==> src/rtl/gpu_line_raster.sv <==
// Bresenham line rasteriser: takes one line command through a start/busy/done
// handshake, walks all pixels from (X0,Y0) to (X1,Y1) in any octant and writes
// the unclipped ones to SRAM, holding off while scan-out owns the memory.
//
// state  | meaning
// -------+------------------------------------------------------------
// S_IDLE | waiting for I_START; endpoints and colour latched on accept
// S_SETUP| one cycle: derive dx, dy, step directions and initial error
// S_DRAW | emit one pixel per cycle unless I_VIDEO_ON stalls the walk
// S_DONE | one cycle: raise the done pulse and drop busy
module gpu_line_raster #(
    parameter int FB_WIDTH  = 640,
    parameter int FB_HEIGHT = 400,
    parameter int COORD_W   = 10,
    parameter int ADDR_W    = 18,
    parameter int DATA_W    = 16
) (
    input  logic               I_CLK,
    input  logic               I_RST_N,
    input  logic               I_VIDEO_ON,
    input  logic               I_START,
    input  logic [COORD_W-1:0] I_X0,
    input  logic [COORD_W-1:0] I_Y0,
    input  logic [COORD_W-1:0] I_X1,
    input  logic [COORD_W-1:0] I_Y1,
    input  logic [DATA_W-1:0]  I_COLOR,
    output logic               O_BUSY,
    output logic               O_DONE,
    output logic [COORD_W:0]   O_PIXELS,
    output logic [ADDR_W-1:0]  O_GPU_ADDR,
    output logic [DATA_W-1:0]  O_GPU_DATA,
    output logic               O_GPU_WRITE,
    output logic               O_GPU_READ
);

    // Error term is COORD_W+2 bits signed; doubling it needs one more bit.
    localparam int EW = COORD_W + 2;
    localparam logic [COORD_W-1:0] C_ONE   = 1;
    localparam logic [COORD_W:0]   C_PIX_1 = 1;

    typedef enum logic [1:0] {S_IDLE, S_SETUP, S_DRAW, S_DONE} state_t;

    state_t                r_state, w_state_nxt;
    logic [COORD_W-1:0]    r_x, r_y, r_x1, r_y1;
    logic [COORD_W-1:0]    w_x_nxt, w_y_nxt, w_x1_nxt, w_y1_nxt;
    logic signed [EW-1:0]  r_dx, r_dy, r_err;
    logic signed [EW-1:0]  w_dx_nxt, w_dy_nxt, w_err_nxt;
    logic                  r_sx, r_sy, w_sx_nxt, w_sy_nxt;
    logic                  r_busy, r_done, r_write;
    logic                  w_busy_nxt, w_done_nxt, w_write_nxt;
    logic [COORD_W:0]      r_pixels, w_pixels_nxt;
    logic [ADDR_W-1:0]     r_addr, w_addr_nxt;
    logic [DATA_W-1:0]     r_data, w_data_nxt;

    logic [COORD_W-1:0]    w_adx, w_ady;
    logic signed [EW-1:0]  w_setup_dx, w_setup_dy;
    logic signed [EW:0]    w_e2;
    logic                  w_step_x, w_step_y, w_inside, w_at_end;
    logic [ADDR_W-1:0]     w_pix_addr;

    assign w_adx      = (r_x1 > r_x) ? (r_x1 - r_x) : (r_x - r_x1);
    assign w_ady      = (r_y1 > r_y) ? (r_y1 - r_y) : (r_y - r_y1);
    assign w_setup_dx = $signed({2'b00, w_adx});
    assign w_setup_dy = -$signed({2'b00, w_ady});
    assign w_e2       = {r_err, 1'b0};
    assign w_step_x   = (w_e2 >= r_dy);
    assign w_step_y   = (w_e2 <= r_dx);
    assign w_inside   = (32'(r_x) < FB_WIDTH) && (32'(r_y) < FB_HEIGHT);
    assign w_at_end   = (r_x == r_x1) && (r_y == r_y1);
    assign w_pix_addr = ADDR_W'(r_y) * ADDR_W'(FB_WIDTH) + ADDR_W'(r_x);

    // Next-state and next-output logic; everything holds unless a state acts.
    always_comb begin
        w_state_nxt  = r_state;
        w_x_nxt      = r_x;
        w_y_nxt      = r_y;
        w_x1_nxt     = r_x1;
        w_y1_nxt     = r_y1;
        w_dx_nxt     = r_dx;
        w_dy_nxt     = r_dy;
        w_err_nxt    = r_err;
        w_sx_nxt     = r_sx;
        w_sy_nxt     = r_sy;
        w_busy_nxt   = r_busy;
        w_done_nxt   = 1'b0;
        w_write_nxt  = 1'b0;
        w_pixels_nxt = r_pixels;
        w_addr_nxt   = r_addr;
        w_data_nxt   = r_data;
        case (r_state)
            S_IDLE: begin
                if (I_START) begin
                    w_x_nxt      = I_X0;
                    w_y_nxt      = I_Y0;
                    w_x1_nxt     = I_X1;
                    w_y1_nxt     = I_Y1;
                    w_data_nxt   = I_COLOR;
                    w_pixels_nxt = '0;
                    w_busy_nxt   = 1'b1;
                    w_state_nxt  = S_SETUP;
                end
            end
            S_SETUP: begin
                w_dx_nxt    = w_setup_dx;
                w_dy_nxt    = w_setup_dy;
                w_err_nxt   = w_setup_dx + w_setup_dy;
                w_sx_nxt    = (r_x1 > r_x);
                w_sy_nxt    = (r_y1 > r_y);
                w_state_nxt = S_DRAW;
            end
            S_DRAW: begin
                if (!I_VIDEO_ON) begin
                    w_addr_nxt  = w_pix_addr;
                    w_write_nxt = w_inside;
                    if (w_inside)
                        w_pixels_nxt = r_pixels + C_PIX_1;
                    if (w_at_end) begin
                        w_state_nxt = S_DONE;
                    end else begin
                        // Both axis updates use the pre-step error.
                        w_err_nxt = r_err;
                        if (w_step_x) begin
                            w_err_nxt = w_err_nxt + r_dy;
                            w_x_nxt   = r_sx ? (r_x + C_ONE) : (r_x - C_ONE);
                        end
                        if (w_step_y) begin
                            w_err_nxt = w_err_nxt + r_dx;
                            w_y_nxt   = r_sy ? (r_y + C_ONE) : (r_y - C_ONE);
                        end
                    end
                end
            end
            S_DONE: begin
                w_done_nxt  = 1'b1;
                w_busy_nxt  = 1'b0;
                w_state_nxt = S_IDLE;
            end
            default: w_state_nxt = S_IDLE;
        endcase
    end

    // State and registered outputs, with synchronous active-low reset.
    always_ff @(posedge I_CLK) begin
        if (!I_RST_N) begin
            r_state  <= S_IDLE;
            r_x      <= '0;
            r_y      <= '0;
            r_x1     <= '0;
            r_y1     <= '0;
            r_dx     <= '0;
            r_dy     <= '0;
            r_err    <= '0;
            r_sx     <= 1'b0;
            r_sy     <= 1'b0;
            r_busy   <= 1'b0;
            r_done   <= 1'b0;
            r_write  <= 1'b0;
            r_pixels <= '0;
            r_addr   <= '0;
            r_data   <= '0;
        end else begin
            r_state  <= w_state_nxt;
            r_x      <= w_x_nxt;
            r_y      <= w_y_nxt;
            r_x1     <= w_x1_nxt;
            r_y1     <= w_y1_nxt;
            r_dx     <= w_dx_nxt;
            r_dy     <= w_dy_nxt;
            r_err    <= w_err_nxt;
            r_sx     <= w_sx_nxt;
            r_sy     <= w_sy_nxt;
            r_busy   <= w_busy_nxt;
            r_done   <= w_done_nxt;
            r_write  <= w_write_nxt;
            r_pixels <= w_pixels_nxt;
            r_addr   <= w_addr_nxt;
            r_data   <= w_data_nxt;
        end
    end

    assign O_BUSY      = r_busy;
    assign O_DONE      = r_done;
    assign O_PIXELS    = r_pixels;
    assign O_GPU_ADDR  = r_addr;
    assign O_GPU_DATA  = r_data;
    assign O_GPU_WRITE = r_write;
    assign O_GPU_READ  = 1'b0;

endmodule

==> config.mk <==
export PLATFORM = sky130hd
export DESIGN_NAME = gpu_line_raster
export DESIGN_NICKNAME = d
export VERILOG_FILES = /design/src/rtl/gpu_line_raster.sv
export SDC_FILE = /design/constraint.sdc
export NUM_CORES = 1
export LEC_CHECK = 0
export BUFFER_PORTS_ARGS = -buffer_cell sky130_fd_sc_hd__buf_2
export CORE_AREA = 2 2 204 206
export CTS_BUF_LIST = sky130_fd_sc_hd__clkbuf_8
export DETAILED_ROUTE_END_ITERATION = 7
export DIE_AREA = 0 0 206 208
export HOLD_SLACK_MARGIN = 0.15
export PLACE_DENSITY_LB_ADDON = 0.05
export SETUP_SLACK_MARGIN = 0.5
export SYNTH_ARGS = -nofsm -noshare
export SYNTH_HDL_FRONTEND = slang
export SYNTH_SLANG_ARGS = --single-unit
==> constraint.sdc <==
create_clock -name I_CLK -period 10.8 [get_ports I_CLK]
set_input_delay 1.08 -clock I_CLK [delete_from_list [all_inputs] [get_ports I_CLK]]
set_output_delay 1.08 -clock I_CLK [all_outputs]
set_load 0.02 [all_outputs]
==> results of run 1 <==
-- registers in the layout (all words and copies together), names as in the netlist, 2 cells and up --
signal      cells
r_x1           10
O_PIXELS       11
r_err          12
r_x            10
r_state         2
O_GPU_ADDR     18
r_dx           10
r_y1           10
r_dy           12
r_y            10
O_GPU_DATA     16
-- path summary, 6_finish.rpt --
| path | slack [ps] | cells past startpoint | to |
|---|---|---|---|
| worst max-delay path | 5540 | 18 | r_err[9] |
| worst min-delay path | 450 | 2 | O_GPU_DATA[8] |
| worst max register to register | 5540 | 18 | r_err[9] |
| worst min register to register | 450 | 2 | O_GPU_DATA[8] |
-- final cells by class --
| type | count | area (sq um) | share of cell area [%] |
|---|---|---|---|
| clock buffers | 19 | 261.5 | 2.260 |
| clock inverters | 13 | 138.9 | 1.200 |
| inverters | 102 | 384.1 | 3.319 |
| multi-input cells | 981 | 6959 | 60.14 |
| flip-flops and latches | 126 | 2522 | 21.80 |
| well taps | 532 | 665.6 | 5.752 |
| repair buffers | 121 | 640.6 | 5.536 |
-- worst min-delay path, delay by kind of cell, from the launching register on --
kind	cells	cell delay (ps)
AND/OR/NAND/NOR	1	50
flip-flops	1	310
AO/OA/AOI/OAI	1	50
-- through the flow --
step	cells	hold WS, ps	util, %	setup WS [ps]
finish	1894	454.0	28.54	5538
floorplan	1262	440.0	-	6238
global placement	1862	440.4	27.55	5569
global route	1894	473.3	28.54	4883
detailed placement	1862	443.3	27.55	5514
CTS	1894	459.3	28.54	5457
-- routing by layer --
metal | share of wire (%) | global-route usage, % | up-vias | routed length, um
met5 | 0 | 0 | - | 0
met4 | 1.6 | 4.655 | 0 | 511
met3 | 1.9 | 2.177 | 22 | 639
met2 | 47 | 25.89 | 84 | 15360
met1 | 50 | 21.07 | 4151 | 16300
li1 | - | - | 4635 | -
-- cell usage after synthesis (17+ instances only) --
master    number  area, sq um
nor2_1        80        300.3
xor2_1        21        183.9
o21ai_0       62        310.3
clkbuf_1      42        157.7
mux2i_1       32        320.3
a21oi_1      133        665.6
nand2_1      147        551.8
a21o_1        31        232.7
a211oi_1      29        217.7
inv_1        101        379.1
ha_1         129         1614
nand3_1       25        125.1
dfxtp_1      126         2522
xnor2_1       55        481.7
nor2b_1       17        106.4
nor3_1        17        85.08
-- cells by family (layout without fill, tap and decap cells) --
kind of cell               count (synthesis)  after routing  synth area share, %
AOI/OAI and AO/OA                        363            363                22.86
xor gates and xnor gates                  76             76                6.610
adders and majority gates                140            140                18.21
buffers and inverters                    155            255                5.951
DFF                                      126            126                25.05
muxes                                     49             49                5.081
other                                      1              1              0.03724
and+or+nand+nor                          352            352                16.20
==> reports/metrics.cfg, run 1 <==
[outcome]
status = finished clean

[routing]
drc = 0
vias = 8892
routed_wl_um = 32820
antenna_left = 0
via_per_inst = 4.695
drt_iter0_markers = 364
first_pass_iters = 4
routedWlPerCell_um = 17.33

[setup_path]
path_delay_family = compound AO/OA/AOI/OAI gates
crit_chain = inv_1 > ha_1 > nand3_1 > nor3_1 > o21ai_0 > and2_1 > xnor2_1 > inv_1 > ha_1 > a21o_1 > a21oi_1 > o21ai_0 > a2111oi_0 > o31ai_1 > xnor2_1 > nand2_1 > o211ai_1 > a31oi_1
start_kind = flip-flop
cp_max_fo = 12
r2r-start = r_y[5]
setup.worst_path.start = r_y[5]
cp.arrival_ps = 5660
crit_slowest_cell = nor3_1
slowest_delay_ps = 870
critPathBufInv = 2
required_ps = 11200
end_kind = flip-flop
crit_type = reg2reg

[yosys]
syn-cell-area_sq_um = 10070
ys_types = 74
seq_area_frac_synth_pct = 25.05
syn_area_per_cell_sq_um = 7.980
ys_warn_count = 0
synthFlopType = dfxtp_1
synth-edff-count = 0
ys_ff_latch = 126
async_reset_ff_share_pct = 0
synth_fp_nets = 1462
synthCells = 1262

[clock_tree]
htreeDepth = 4
clock_path_buffers = 2
cts_hold_buffers = 0
cts_root_buf = clkbuf_8
cts_resized = 0
numCtsBuffers = 17
post-cts-setup-buffer-count = 0
clock_latency_ps = 490
cts_sinks = 126
cts_tree = built
cts.clk_slew.worst_paths_ps = 80

[sta]
maxSlewHeadroom_pct = 24.36
fin_crit_sh_pct = 48.72
rsz0062_at_grt = no
fmax_mhz = 190.1
drv_slew = 0
final.setup.tns_ps = 0
hold_viol_final = 0
finalSetupViolations = 0
period_needed_ps = 5262
clock_skew_ps = 16.46
worstMarginPinSlew_ps = 1135

[global_route]
grt_use_total_pct = 15.68
antenna_found_initial = 0
grt_overflow_total = 0
grt_pass1_vias = 9050
grt_pass1_wl_um = 51820
grt_max_degree = 60

[cells_and_area]
nFillCells = 4499
num_antenna_cells = 0
drive_above_1_share_pct = 14.02
layout_commonest_cell = nand2_1
area_delta_synth_final_pct = 14.91
fin_area_sq_um = 11570
layout_common_cells = 147 x nand2_1, 131 x a21oi_1, 128 x ha_1
nNetsFinal = 1549

[place]
hpwl_um = 25340
place_area_sq_um = 11170
finalWeightedCongestion = 0.7782
io_buffers = 107

[run]
maxCapViolations = 0

[floorplanning]
die-area_sq_um = 42850
die_w_um = 206
ios = 109
die_h_um = 208
num_rows = 74
initial_utilization_pct = 24.83
core_sq_um = 40550

[hold_path]
hp-start = O_GPU_DATA[8]
hold_class = reg2reg

Power of run 1 is not shown: default switching activity piles up to over one toggle a cycle in this logic, so the estimate is an artifact.
==> run 2: changes to the inputs <==
- clock period: 10.8 -> 4.64 ns (I/O delays scaled with it)
==> run 2 against run 1 <==
Non-clock buffer count increased by 81. Global-route usage increased by 0.60 points. Clock skew decreased by 6.6 ps. Setup slack got worse by 5100 ps. Maximum frequency increased by 26%. Register-to-register slack got worse by 5100 ps. Core utilization increased by 2.9 points. Design area increased by 10%.
==> reports/metrics.cfg, run 2 (same netlist as run 1, synthesis figures left out) <==
[outcome]
status = finished clean

[routing]
vias = 9199  ; +3.5%
first_pass_iters = 5  ; +1
drt_iter0_markers = 386  ; +6.0%
routedWlPerCell_um = 17.27  ; -0.35%
drc = 0  ; unchanged
via_per_inst = 4.658  ; -0.79%
antenna_left = 0  ; unchanged
routed_wl_um = 34100  ; +3.9%

[floorplanning]
core_sq_um = 40550  ; unchanged
initial_utilization_pct = 24.83  ; unchanged
ios = 109  ; unchanged
num_rows = 74  ; unchanged
die_h_um = 208  ; unchanged
die-area_sq_um = 42850  ; unchanged
die_w_um = 206  ; unchanged

[global_route]
antenna_found_initial = 1  ; +1
grt_max_degree = 49  ; -18%
grt_overflow_total = 0  ; unchanged
grt_use_total_pct = 16.27  ; +0.60 points
grt_pass1_wl_um = 53780  ; +3.8%
grt_pass1_vias = 9368  ; +3.5%

[cells_and_area]
instances_no_fill = 1975  ; +4.3%
num_antenna_cells = 0  ; unchanged
drive_above_1_share_pct = 23.98  ; +10 points
fin_area_sq_um = 12750  ; +10%
nNetsFinal = 1630  ; +5.2%
largest_reg_flops = 18  ; unchanged
area_delta_synth_final_pct = 26.59
layout_commonest_cell = nand2_1
postLayoutCoreUtil_pct = 31.44  ; +2.9 points
layout_common_cells = 145 x nand2_1, 126 x a21oi_1, 118 x dfxtp_1

[place]
io_buffers = 107  ; unchanged
place_area_sq_um = 11570  ; +3.6%
dp.cells = 1912  ; +2.7%
finalWeightedCongestion = 0.7782  ; unchanged
hpwl_um = 26280  ; +3.7%

[setup_path]
crit_slowest_cell = a221o_1
cp.arrival_ps = 4510  ; -1150 ps
setup.worst_path.start = r_y1[0]
end_kind = flip-flop
crit_type = reg2reg
r2r-start = r_y1[0]
slowest_delay_ps = 400  ; -470 ps
cp_max_fo = 5  ; -7
required_ps = 4980  ; -6220 ps
crit_chain = inv_2 > ha_4 > inv_2 > fa_2 > a21o_1 > a221o_1 > a31o_4 > buf_6 > o211ai_1 > nand2_2 > nor3b_4 > xor2_2 > ha_4 > a21boi_4 > o21a_1 > nor2_2 > o21ai_2 > a31oi_1 > xor2_1 > a21oi_1
start_kind = flip-flop

[sta]
fmax_mhz = 239.8  ; +26%
finalSetupViolations = 0  ; unchanged
hold_viol_final = 0  ; unchanged
clock_skew_ps = 9.827  ; -6.630 ps
worstMarginPinSlew_ps = 724.3  ; -410.3 ps
maxSlewHeadroom_pct = 51.39  ; +27 points
drv_slew = 0  ; unchanged
final.setup.tns_ps = 0  ; unchanged
rsz0062_at_grt = yes
fin_crit_sh_pct = 89.86  ; +41 points
period_needed_ps = 4170  ; -1092 ps

[clock_tree]
clock_latency_ps = 480  ; about the same
cts_root_buf = clkbuf_8
clock_path_buffers = 2  ; unchanged
cts_sinks = 126  ; unchanged
numCtsBuffers = 17  ; unchanged
cts_hold_buffers = 0  ; unchanged
cts.clk_slew.worst_paths_ps = 80  ; about the same
cts_tree = built
htreeDepth = 4  ; unchanged

[hold_path]
hp-start = I_COLOR[5]
hold_class = in2reg

[run]
maxCapViolations = 0  ; unchanged

==> run 2: cell types whose count changed in the layout (fill, tap and decap cells not counted), sizes merged <==
cell | before | now
buf | 121 | 202
clkinvlp | 4 | 2
inv | 103 | 105
bufinv | 2 | 3
clkbuf | 19 | 18
==> run 2: area by class of cell <==
| cell class | count | area (sq um) |
|---|---|---|
| Clock inverter | 14 | 167.7 |
| Multi-Input combinational cell | 981 | 7482 |
| Timing Repair Buffer | 202 | 1264 |
| Clock buffer | 18 | 247.7 |
| Fill cell | 4419 | 27810 |
| Sequential cell | 126 | 2537 |
| Tap cell | 532 | 665.6 |
| Inverter | 102 | 384.1 |
==> run 2: what timing repair did <==
action,in CTS,in global routing
endpoints found under the setup margin,6,6
setup buffers,20,11
pin swaps,32,30
gates cloned,0,0
resized for setup,69,33
==> run 2: path summary, 6_finish.rpt <==
path | endpoint | slack [ps] | depth (start not counted)
hold / removal | O_GPU_DATA[5] | 210 | 3
hold reg to reg | O_GPU_DATA[1] | 450 | 2
setup reg to reg | r_err[10] | 470 | 20
setup / recovery | r_err[10] | 470 | 20
==> run 2: metal layers <==
metal / GRT usage (%) / up-vias / wire (um)
met3: 2.240 / 17 / 608
met2: 26.97 / 72 / 15990
met1: 22.17 / 4342 / 17140
met4: 3.892 / 2 / 348
met5: 0 / - / 11
li1: - / 4766 / -
==> run 2: per-stage QoR <==
stage          worst slack, ps  hold slack, ps
2_1_floorplan            483.6           440.0
3_3_place_gp             116.2           439.7
3_5_place_dp             1.996           445.0
4_1_cts                  476.8           163.6
5_1_grt                  283.9           180.7
6_report                 470.4           207.7
==> run 2: worst max-delay path, delay by kind of cell (launching register included) <==
family / cells / cell delay, ps
xor+xnor: 2 / 510
simple gates: 3 / 590
compound gates: 9 / 1680
fa+ha+maj: 3 / 720
flops: 1 / 330
buf+inv: 3 / 210
Power of run 2 is left out for the same reason.
==> run 3: changes to the inputs <==
- CORE_AREA: 2 2 204 206 -> 2 2 138 140
- DIE_AREA: 0 0 206 208 -> 0 0 140 142
==> run 3 against run 2 <==
The flow now finishes with violations (design-rule violations). Maximum frequency down 3.1%. Critical path depth is 2 higher. Cell count down 17%. Critical endpoint is now r_err[9].
==> reports/metrics.cfg, run 3 (same netlist as run 1, synthesis figures left out) <==
[global_route]
antenna_found_initial = 1  ; unchanged
grt_use_total_pct = 27.28  ; +11 points
grt_overflow_total = 0  ; unchanged
grt_pass1_vias = 8737  ; -6.7%
grt_pass1_wl_um = 44130  ; -18%
grt_max_degree = 55  ; +12%

[hold_path]
holdPathEnd = O_GPU_DATA[1]
min_path_cells = 3  ; unchanged
hp-start = I_COLOR[1]
hold_class = in2reg

[clock_tree]
cts_root_buf = clkbuf_8
cts_tree = built
cts_hold_buffers = 0  ; unchanged
cts_sinks = 126  ; unchanged
clock_path_buffers = 2  ; unchanged
htreeDepth = 4  ; unchanged
clock_latency_ps = 460  ; -20 ps
cts.clk_slew.worst_paths_ps = 90  ; about the same
numCtsBuffers = 17  ; unchanged

[routing]
drt_iter0_markers = 538  ; +39%
antenna_left = 0  ; unchanged
drc = 2  ; +2
routedWlPerCell_um = 16.57  ; -4.0%
first_pass_iters = 8  ; +3
via_per_inst = 5.640  ; +21%
vias = 9283  ; +0.91%
routed_wl_um = 27280  ; -20%

[cells_and_area]
num_antenna_cells = 0  ; unchanged
largest_reg_flops = 18  ; unchanged
area_delta_synth_final_pct = 18.29
layout_commonest_cell = nand2_1
nNetsFinal = 1599  ; -1.9%
layout_common_cells = 146 x nand2_1, 130 x a21oi_1, 122 x ha_1
drive_above_1_share_pct = 21.03  ; -2.9 points

[floorplanning]
ios = 109  ; unchanged
num_rows = 50  ; -32%
core_sq_um = 18460  ; -54%
die_h_um = 142  ; -32%
die_w_um = 140  ; -32%
die-area_sq_um = 19880  ; -54%
initial_utilization_pct = 54.57  ; +30 points

[sta]
finalSetupViolations = 0  ; unchanged
worstMarginPinSlew_ps = 838.8  ; +114.5 ps
hold_viol_final = 0  ; unchanged
period_needed_ps = 4302  ; +132.4 ps
maxSlewHeadroom_pct = 44.00  ; -7.4 points
final.setup.tns_ps = 0  ; unchanged
drv_slew = 0  ; unchanged
clock_skew_ps = 17.24  ; +7.414 ps
fmax_mhz = 232.4  ; -3.1%
fin_crit_sh_pct = 92.72  ; +2.9 points
rsz0062_at_grt = yes

[setup_path]
end_kind = flip-flop
setup.worst_path.start = r_y1[0]
required_ps = 4940  ; -40 ps
crit_type = reg2reg
r2r-end = r_err[9]
crit_slowest_cell = a221o_1
r2r_cells = 22  ; +10%
r2r-start = r_y1[0]
slowest_delay_ps = 410  ; about the same
start_kind = flip-flop
cp.arrival_ps = 4600  ; +90 ps
r2r_setup_slack_ps = 340  ; -130 ps
crit_chain = inv_2 > ha_4 > inv_2 > fa_2 > a21o_1 > a221o_1 > a31oi_4 > o21ai_1 > and2_4 > xnor2_4 > inv_1 > ha_1 > a21o_1 > a21oi_2 > o21ai_2 > a2111oi_4 > buf_4 > o31ai_4 > xnor2_1 > nand2_1 > o211ai_1 > a31oi_1
cp_max_fo = 3  ; -2

[place]
finalWeightedCongestion = 0.9417  ; +21%
hpwl_um = 20210  ; -23%
io_buffers = 107  ; unchanged

[run]
maxCapViolations = 0  ; unchanged

[outcome]
violations = design-rule violations
status = finished with violations

==> run 3: cell count changes in the layout (fill, tap and decap cells not counted), moves of 4 or more <==
cell / change
dfxtp_1: -4
inv_6: +4
a21oi_1: +4
buf_4: -31
ha_1: +7
xor2_1: +4
ha_4: -7
==> run 3: layout make-up <==
class / count / area (sq um)
clock inverters: 14 / 168.9
inverters: 102 / 382.9
fillers: 1636 / 6543
flip-flops and latches: 126 / 2545
multi-input cells: 981 / 7236
repair buffers: 171 / 1040
well taps: 234 / 292.8
clock buffers: 18 / 247.7
==> run 3: how the worst max path moves through the flow <==
stage               slack, ps   endpoint  depth (start not counted)
finish                    340   r_err[9]                         22
global route              170   r_err[9]                         22
CTS                       500  r_err[10]                         19
detailed placement        110   r_err[9]                         20
global placement          220   r_err[7]                         20
floorplan                 480   r_err[7]                         20
==> run 3: repair_timing <==
action / CTS / global route
resized for setup: 36 / 38
setup buffers: 14 / 11
pin swaps: 12 / 28
setup endpoints to repair: 5 / 6
==> run 3: critical path, delay by kind of cell, from the launching register on <==
kind	cells	cell delay, ps
buffers and inverters	4	360
AO/OA/AOI/OAI	11	2060
adder cells (fa/ha/maj)	3	800
AND/OR/NAND/NOR	2	250
flip-flops	1	340
XOR/XNOR	2	350
==> run 3: metrics by stage <==
stage | worst slack [ps] | area [sq um] | utilization (%) | std cells | hold WS (ps)
after floorplan | 483.6 | 10110 | - | 1262 | 440.0
after global placement | 219.5 | 11020 | 59.72 | 1589 | 439.2
after detailed placement | 114.3 | 11020 | 59.72 | 1589 | 443.1
after CTS | 502.3 | 11690 | 63.32 | 1635 | 211.2
after global routing | 173.6 | 11910 | 64.55 | 1646 | 221.5
final | 338.0 | 11910 | 64.55 | 1646 | 226.7
==> run 3: routing by layer <==
layer / vias to the layer above / GRT usage (%) / routed length (um)
li1: 4709 / - / -
met1: 4332 / 36.38 / 12830
met2: 211 / 46.69 / 12880
met3: 31 / 4.004 / 1132
met4: 0 / 6.911 / 437
met5: - / 0 / 0
Power of run 3 is left out for the same reason.
